## src/rtl/ra_lcb_strobe_seq.sv

```systemverilog
// Multi-channel clocked strobe sequencer: per-channel delay / width / repeat counted in clk cycles.
// Optional LCB_STROBE_OVERRUN_EN adds the per-channel saturating ignored-trigger counter output ovr.
module ra_lcb_strobe_seq #(
  parameter int unsigned CHANNELS = 2,
  parameter int unsigned CNT_W    = 4,
  parameter int unsigned CH_W     = 1
) (
  input  logic                clk,
  input  logic                reset,
  input  logic                cfg_we,
  input  logic [CH_W-1:0]     cfg_ch,
  input  logic [CNT_W-1:0]    cfg_dly,
  input  logic [CNT_W-1:0]    cfg_wid,
  input  logic [CNT_W-1:0]    cfg_rpt,
  input  logic [CHANNELS-1:0] trig,
  output logic [CHANNELS-1:0] strobe,
  output logic [CHANNELS-1:0] busy,
  output logic [CHANNELS-1:0] done
`ifdef LCB_STROBE_OVERRUN_EN
  ,
  output logic [CHANNELS*CNT_W-1:0] ovr
`endif
);

  typedef enum logic [1:0] {IDLE, DELAY, PULSE, GAP} state_t;

  for (genvar c = 0; c < int'(CHANNELS); c++) begin : g_ch
    state_t           r_state, w_state_nxt;
    logic [CNT_W-1:0] r_cnt, w_cnt_nxt, r_rpt, w_rpt_nxt;
    logic [CNT_W-1:0] r_dly, w_dly_nxt, r_wid, w_wid_nxt;
    logic [CNT_W-1:0] r_sh_dly, r_sh_wid, r_sh_rpt;
    logic [CNT_W-1:0] w_ld_dly, w_ld_wid, w_ld_rpt;
    logic             w_wr, w_done_nxt;
    logic             r_strobe, r_busy, r_done;

    // Out-of-range cfg_ch never matches any generated channel index.
    assign w_wr     = cfg_we && (cfg_ch == CH_W'(c));
    assign w_ld_dly = w_wr ? cfg_dly : r_sh_dly;
    assign w_ld_wid = w_wr ? cfg_wid : r_sh_wid;
    assign w_ld_rpt = w_wr ? cfg_rpt : r_sh_rpt;

    always_ff @(posedge clk) begin
      if (reset) begin
        r_sh_dly <= '0;
        r_sh_wid <= '0;
        r_sh_rpt <= '0;
      end else if (w_wr) begin
        r_sh_dly <= cfg_dly;
        r_sh_wid <= cfg_wid;
        r_sh_rpt <= cfg_rpt;
      end
    end

    always_ff @(posedge clk) begin
      if (reset) begin
        r_state  <= IDLE;
        r_cnt    <= '0;
        r_rpt    <= '0;
        r_dly    <= '0;
        r_wid    <= '0;
        r_strobe <= 1'b0;
        r_busy   <= 1'b0;
        r_done   <= 1'b0;
      end else begin
        r_state  <= w_state_nxt;
        r_cnt    <= w_cnt_nxt;
        r_rpt    <= w_rpt_nxt;
        r_dly    <= w_dly_nxt;
        r_wid    <= w_wid_nxt;
        r_strobe <= (w_state_nxt == PULSE);
        r_busy   <= (w_state_nxt != IDLE);
        r_done   <= w_done_nxt;
      end
    end

    // r_cnt holds remaining cycles minus one in the current phase.
    always_comb begin
      w_state_nxt = r_state;
      w_cnt_nxt   = r_cnt;
      w_rpt_nxt   = r_rpt;
      w_dly_nxt   = r_dly;
      w_wid_nxt   = r_wid;
      w_done_nxt  = 1'b0;
      case (r_state)
        IDLE: begin
          if (trig[c]) begin
            w_dly_nxt = w_ld_dly;
            w_wid_nxt = w_ld_wid;
            w_rpt_nxt = w_ld_rpt;
            if (w_ld_wid == '0) begin
              w_done_nxt = 1'b1;
            end else if (w_ld_dly != '0) begin
              w_state_nxt = DELAY;
              w_cnt_nxt   = w_ld_dly - CNT_W'(1);
            end else begin
              w_state_nxt = PULSE;
              w_cnt_nxt   = w_ld_wid - CNT_W'(1);
            end
          end
        end
        DELAY, GAP: begin
          if (r_cnt == '0) begin
            w_state_nxt = PULSE;
            w_cnt_nxt   = r_wid - CNT_W'(1);
          end else begin
            w_cnt_nxt = r_cnt - CNT_W'(1);
          end
        end
        PULSE: begin
          if (r_cnt != '0) begin
            w_cnt_nxt = r_cnt - CNT_W'(1);
          end else if (r_rpt != '0) begin
            w_rpt_nxt = r_rpt - CNT_W'(1);
            if (r_dly != '0) begin
              w_state_nxt = GAP;
              w_cnt_nxt   = r_dly - CNT_W'(1);
            end else begin
              w_cnt_nxt = r_wid - CNT_W'(1);
            end
          end else begin
            w_state_nxt = IDLE;
            w_done_nxt  = 1'b1;
          end
        end
        default: w_state_nxt = IDLE;
      endcase
    end

    assign strobe[c] = r_strobe;
    assign busy[c]   = r_busy;
    assign done[c]   = r_done;

`ifdef LCB_STROBE_OVERRUN_EN
    logic [CNT_W-1:0] r_ovr;

    // Counts triggers dropped while busy; a config write to this channel clears it.
    always_ff @(posedge clk) begin
      if (reset || w_wr) begin
        r_ovr <= '0;
      end else if (trig[c] && (r_state != IDLE) && (r_ovr != '1)) begin
        r_ovr <= r_ovr + CNT_W'(1);
      end
    end

    assign ovr[c*CNT_W +: CNT_W] = r_ovr;
`endif
  end

endmodule

```

## config.mk

```make
export PLATFORM = sky130hd
export DESIGN_NAME = ra_lcb_strobe_seq
export DESIGN_NICKNAME = d
export VERILOG_FILES = /design/src/rtl/ra_lcb_strobe_seq.sv
export SDC_FILE = /design/constraint.sdc
export NUM_CORES = 1
export LEC_CHECK = 0
export CAP_MARGIN = 10
export CORE_ASPECT_RATIO = 0.5
export CORE_UTILIZATION = 23
export CTS_BUF_LIST = sky130_fd_sc_hd__clkbuf_8
export DETAILED_ROUTE_END_ITERATION = 6
export GPL_TIMING_DRIVEN = 0
export SYNTH_ARGS = -nofsm -noshare
export SYNTH_HDL_FRONTEND = slang
export SYNTH_SLANG_ARGS = --single-unit
```

## constraint.sdc

```tcl
create_clock -name clk -period 7.43 [get_ports clk]
set_input_delay 1.486 -clock clk [delete_from_list [all_inputs] [get_ports clk]]
set_output_delay 1.486 -clock clk [all_outputs]
set_load 0.05 [all_outputs]
```

==> impl_metrics.py, run 1 <==
metrics = {
    "status": {
        "status": "finished clean",
    },
    "floorplanning": {
        "rows": 32,
        "die_w_um": 184,
        "core_mm2": 0.0158,
        "ios": 24,
        "initial_core_util_pct": 24.1,
        "dieArea_mm2": 0.0171,
        "die_h_um": 92.9,
    },
    "layout": {
        "final_nets": 516,
        "final_util_pct": 28.3,
        "diodes": 0,
        "final_cells": 710,
        "drive_above_1_share_pct": 9.82,
        "design_area_mm2": 0.00447,
        "final_cell_mix": "66 x dfxtp_1, 58 x nor2_1, 31 x mux2i_1, 27 x inv_1, 22 x a21oi_1",
        "area_growth_pct": 17.5,
        "final_common_cell": "dfxtp_1",
    },
    "clock_tree": {
        "clockRootBuffer": "clkbuf_8",
        "clock_latency_ns": 0.35,
        "cts-resized-gates": 0,
        "cts_tree": "yes",
        "cts_num_sinks": 66,
        "cts_max_path_buffers": 2,
        "post_cts_buffers": 0,
        "clkTransAtPathRegs_ns": 0.07,
        "cts_buffers": 9,
        "h-tree-depth": 3,
        "hold_buffers": 0,
    },
    "worst_hold_path": {
        "hold_depth": 2,
        "worstHoldStart": "g_ch[1].r_rpt[1]",
        "holdCritPathClass": "flop to flop",
        "holdPathEnd": "g_ch[1].r_rpt[1]",
    },
    "sta": {
        "tns_ns": 0,
        "tightest_slew_ns": 0.717,
        "finalCritPeriodShare_pct": 52.0,
        "fin_ws_ns": 3.57,
        "fmax_ghz": 0.259,
        "slew_headroom_pct": 52.1,
        "holdWs_ns": 0.485,
        "skew_ns": 0.0106,
        "fin_crit_ns": 3.86,
        "rsz0062_at_grt": "false",
        "slew_violations": 0,
        "final-setup-viol-count": 0,
        "finalHoldViolations": 0,
    },
    "route": {
        "drtAntennaViolNets": 0,
        "firstDrtPassIters": 4,
        "first_iter_violations": 199,
        "drc_errors": 0,
        "wl_um": 9490,
        "wl_per_cell_um": 13.4,
        "vias": 3355,
        "vias_per_cell": 4.73,
    },
    "job": {
        "cap_violations": 0,
    },
    "global_routing": {
        "grt_pass1_wl_um": 15700,
        "grt_usage_pct": 11.7,
        "grt_pass1_vias": 3157,
        "antenna_found_initial": 0,
        "grt_max_degree": 13,
        "overflow": 0,
    },
    "placement": {
        "dp_cells": 694,
        "place_area_mm2": 0.00429,
        "hpwlAfterDp_um": 7240,
        "gp_congestion": 0.841,
        "post-place-ws_ns": 3.23,
        "numPortBuffers": 21,
    },
    "synthesis": {
        "synth_edf_count": 0,
        "syn_inst": 452,
        "syn_nets": 484,
        "ys_seq_area_share_pct": 34.7,
        "yosys_warnings": 0,
        "synth_area_mm2": 0.00380,
        "yosysUniqueCellTypes": 66,
        "synthFlopType": "dfxtp_1",
        "synthArstFlopShare_pct": 0,
        "syn_area_per_cell_um2": 8.42,
        "synth-seq-cells": 66,
    },
    "power_and_ir_drop": {
        "total_power_mw": 1.14,
        "power.density_mw_per_mm2": 256,
        "p_leak_nw": 1.75,
        "vdd_ir_drop_max_mv": 0.0819,
    },
    "setup_path": {
        "setup.worst_path.start": "cfg_we",
        "crit_chain": "clkdlybuf4s50_1, nor2b_1, buf_4, o31ai_2, a311oi_1, or2_2, ha_1, nor4_1, mux2i_1, a41oi_1",
        "reg2reg_to": "g_ch[0].r_cnt[2]",
        "worstPathArrival_ns": 4.12,
        "cp-start-kind": "input pin",
        "max_stage_delay_ns": 0.54,
        "cpLargestDelayFamily": "compound AO/OA/AOI/OAI gates",
        "worst_r2r_path_depth": 9,
        "slowest_stage": "clkdlybuf4s50_1",
        "r2r_setup_slack_ns": 5.20,
        "worstReg2RegStart": "g_ch[0].r_cnt[0]",
        "crit_fanout": 8,
        "critPathRequiredTime_ns": 7.69,
        "criticalPathCategory": "input pin to flop",
        "cp_num_buf_inv": 2,
        "end_kind": "flop",
    },
}
## registers in the layout (all words and copies together) (netlist names)
signal	cells
g_ch.r_cnt	8
g_ch.r_dly	8
g_ch.r_rpt	8
g_ch.r_sh_dly	8
g_ch.r_sh_rpt	8
g_ch.r_sh_wid	8
g_ch.r_wid	8
g_ch.r_state	4
g_ch.r_busy	2
g_ch.r_done	2
g_ch.r_strobe	2
## cell families (layout without fill, tap and decap cells)
| family | count (synthesis) | in the layout | share of synthesized area [%] |
|---|---|---|---|
| compound gates | 123 | 123 | 22.7 |
| xor+xnor | 8 | 8 | 1.84 |
| fa+ha+maj | 14 | 14 | 4.61 |
| buf+inv | 57 | 94 | 6.55 |
| flops | 66 | 66 | 34.7 |
| mux | 34 | 34 | 9.14 |
| simple gates | 150 | 150 | 20.4 |
## Yosys cell counts, drive strengths merged (5+ instances only)
cell / number / share of area, %
o31a: 5 / 1.2
inv: 27 / 2.7
nor3: 13 / 1.7
ha: 14 / 4.6
buf: 16 / 2.5
clkbuf: 14 / 1.4
mux2i: 31 / 8.2
o211ai: 8 / 1.7
a311oi: 5 / 1.2
nand2: 22 / 2.2
nor3b: 5 / 1.2
nor4: 5 / 0.82
dfxtp: 66 / 35
a211oi: 20 / 3.9
o21ai: 17 / 2.2
and2: 8 / 1.3
nand2b: 9 / 1.5
nor2: 59 / 5.9
a31oi: 9 / 1.5
a21oi: 22 / 2.9
nor2b: 5 / 0.82
## layer usage
layer | wire length (um) | part of all wire [%] | vias to the layer above | GRT usage [%]
li1 | - | - | 1700 | -
met1 | 4460 | 47 | 1582 | 14.8
met2 | 4470 | 47 | 60 | 20.0
met3 | 405 | 4.3 | 13 | 2.36
met4 | 156 | 1.6 | 0 | 3.47
met5 | 0 | 0 | - | 0
## power breakdown
part           internal, mW  leakage [nW]  total [mW]  switching (mW)
Clock                 0.130        0.0882       0.279           0.150
Combinational         0.178          1.12       0.425           0.248
Sequential            0.399         0.542       0.439          0.0396
Total                 0.707          1.75        1.14           0.437
## worst max-delay path by stage
stage / to / slack [ns] / cells after the start
floorplan: g_ch[0].r_cnt[1] / 4.06 / 7
CTS: g_ch[0].r_cnt[1] / 3.59 / 9
finish: g_ch[0].r_cnt[2] / 3.57 / 10
global placement: g_ch[0].r_cnt[2] / 3.26 / 10
global route: g_ch[0].r_cnt[2] / 3.35 / 11
detailed placement: g_ch[0].r_cnt[1] / 3.23 / 9
## cell type report
| type | count | area, um^2 |
|---|---|---|
| Buffer | 30 | 148 |
| Sequential cell | 66 | 1320 |
| Tap cell | 221 | 277 |
| Clock inverter | 6 | 42.5 |
| Fill cell | 1712 | 11300 |
| Inverter | 27 | 101 |
| Timing Repair Buffer | 21 | 210 |
| Multi-Input combinational cell | 329 | 2230 |
| Clock buffer | 10 | 138 |
## worst reg2reg max path: stages (launching register included)
cell,delay (ns)
dfxtp_1,0.32
inv_1,0.13
ha_1,0.19
or3b_1,0.34
clkbuf_1,0.18
o21ai_1,0.21
and2_1,0.15
clkbuf_1,0.21
nand2_1,0.13
a41oi_1,0.28
Power figures use the tool's default switching activity.
==> inputs of run 2 (changes only) <==
==> constraint.sdc (replaced) <==
create_clock -name clk -period 3.8 [get_ports clk]
set_input_delay 0.76 -clock clk [delete_from_list [all_inputs] [get_ports clk]]
set_output_delay 0.76 -clock clk [all_outputs]
set_load 0.05 [all_outputs]
==> results of run 2 <==
The final DEF is identical to that of run 1. Status: finished clean.
Main changes from that run: setup slack after placement 3.23 ns -> 0.328 ns; setup slack after layout 3.57 ns -> 0.664 ns; register-to-register setup slack 5.20 ns -> 1.57 ns; total power 1.14 mW -> 2.24 mW; worst IR drop on VDD 0.0819 mV -> 0.160 mV
==> inputs of run 3 (changes only) <==
==> constraint.sdc (replaced) <==
create_clock -name clk -period 2.73 [get_ports clk]
set_input_delay 0.546 -clock clk [delete_from_list [all_inputs] [get_ports clk]]
set_output_delay 0.546 -clock clk [all_outputs]
set_load 0.05 [all_outputs]
==> impl_metrics.py, run 3 (synthesized netlist as in run 1, its figures left out) <==
metrics = {
    "status": {
        "status": "finished clean",
    },
    "route": {
        "firstDrtPassIters": 5,
        "first_iter_violations": 176,
        "highest_layer": "met4",
        "drtAntennaViolNets": 0,
        "vias_per_cell": 4.76,
        "wl_met2_um": 4530,
        "met3_length_um": 313,
        "m1WireLength_um": 4520,
        "vias": 3379,
        "drc_errors": 0,
        "wl_per_cell_um": 13.4,
        "wl_um": 9530,
    },
    "sta": {
        "tns_ns": 0,
        "final-setup-viol-count": 0,
        "tightest_slew_ns": 0.694,
        "skew_ns": 0.0100,
        "rsz0062_at_grt": "false",
        "fin_crit_ns": 2.55,
        "fmax_ghz": 0.392,
        "slew_headroom_pct": 53.6,
        "finalHoldViolations": 0,
        "holdWs_ns": 0.484,
        "fin_ws_ns": 0.182,
        "finalCritPeriodShare_pct": 93.3,
        "slew_violations": 0,
    },
    "power_and_ir_drop": {
        "vdd_ir_drop_max_mv": 0.224,
        "p_leak_nw": 1.77,
        "total_power_mw": 3.12,
        "power.density_mw_per_mm2": 692,
    },
    "clock_tree": {
        "cts_max_path_buffers": 2,
        "clockRootBuffer": "clkbuf_8",
        "post_cts_buffers": 0,
        "clkTransAtPathRegs_ns": 0.07,
        "cts_num_sinks": 66,
        "cts_tree": "yes",
        "h-tree-depth": 3,
        "clock_latency_ns": 0.36,
        "cts_buffers": 9,
    },
    "layout": {
        "drive_above_1_share_pct": 10.8,
        "final_util_pct": 28.6,
        "n_fill_cell": 1711,
        "area_growth_pct": 18.7,
        "design_area_mm2": 0.00451,
        "final_cell_mix": "66 x dfxtp_1, 58 x nor2_1, 30 x mux2i_1, 27 x inv_1, 22 x a21oi_1",
        "final_common_cell": "dfxtp_1",
        "final_nets": 516,
        "diodes": 0,
        "final_cells": 710,
    },
    "setup_path": {
        "critPathRequiredTime_ns": 3.00,
        "worst_r2r_path_depth": 9,
        "worstPathArrival_ns": 2.82,
        "end_kind": "flop",
        "criticalPathCategory": "input pin to flop",
        "worstReg2RegStart": "g_ch[0].r_cnt[0]",
        "crit_fanout": 8,
        "cp-start-kind": "input pin",
        "setup.worst_path.start": "cfg_ch",
    },
    "global_routing": {
        "overflow": 0,
        "grt_pass1_wl_um": 15700,
        "grt_pass1_vias": 3181,
        "antenna_found_initial": 0,
        "grt_usage_pct": 11.7,
        "grt_max_degree": 13,
    },
    "job": {
        "cap_violations": 0,
    },
    "floorplanning": {
        "die_w_um": 184,
        "rows": 32,
        "core_mm2": 0.0158,
        "dieArea_mm2": 0.0171,
        "ios": 24,
        "initial_core_util_pct": 24.1,
        "die_h_um": 92.9,
    },
    "placement": {
        "gp_congestion": 0.841,
        "place_area_mm2": 0.00429,
        "numPortBuffers": 21,
        "hpwlAfterDp_um": 7240,
        "dp_cells": 694,
        "post-place-ws_ns": -0.528,
    },
    "worst_hold_path": {
        "hold_depth": 2,
        "worstHoldStart": "g_ch[0].r_rpt[1]",
        "holdCritPathClass": "flop to flop",
    },
}
[run 3: cell count changes in the layout (fill, tap and decap cells not counted), sizes merged]
cell	before	now
clkdlybuf4s50	21	17
dlygate4sd2	0	3
dlymetal6s2s	0	1
[run 3: repair_timing]
item                       in CTS  in global routing
pin swaps                       1                  0
setup endpoints to repair       2                  2
hold buffers                    0                  0
gates resized for setup         9                  3
[run 3: final cells by class]
cell class / count / area, um^2 / share of cell area, %
plain buffers: 30 / 148 / 3.27
multi-input cells: 329 / 2280 / 50.5
well taps: 221 / 277 / 6.13
inverters: 27 / 101 / 2.25
clock buffers: 10 / 138 / 3.05
clock inverters: 6 / 42.5 / 0.942
flip-flops and latches: 66 / 1320 / 29.3
repair buffers: 21 / 209 / 4.63
[run 3: metal layers]
metal	track usage (%)	up-vias
met3	2.40	13
met4	3.68	0
met5	0	-
met1	14.7	1613
met2	20.0	57
li1	-	1696
[run 3: critical path: stages]
cell	delay, ns
dlygate4sd2_1	0.32
or4b_4	0.58
o31ai_4	0.12
a311oi_2	0.17
or2_2	0.32
ha_1	0.22
nor4_1	0.22
mux2i_1	0.13
a41oi_2	0.20
[run 3: final timing paths]
kind,endpoint,slack [ns]
worst max-delay path,g_ch[0].r_cnt[2],0.18
worst min-delay path,g_ch[0].r_rpt[1],0.48
worst max register to register,g_ch[0].r_cnt[2],0.49
worst min register to register,g_ch[0].r_rpt[1],0.48
[run 3: power by group]
| part | leakage, nW | internal (mW) | switching [mW] | total [mW] |
|---|---|---|---|---|
| clock network | 0.0882 | 0.353 | 0.404 | 0.758 |
| registers | 0.542 | 1.09 | 0.109 | 1.20 |
| logic | 1.14 | 0.487 | 0.684 | 1.17 |
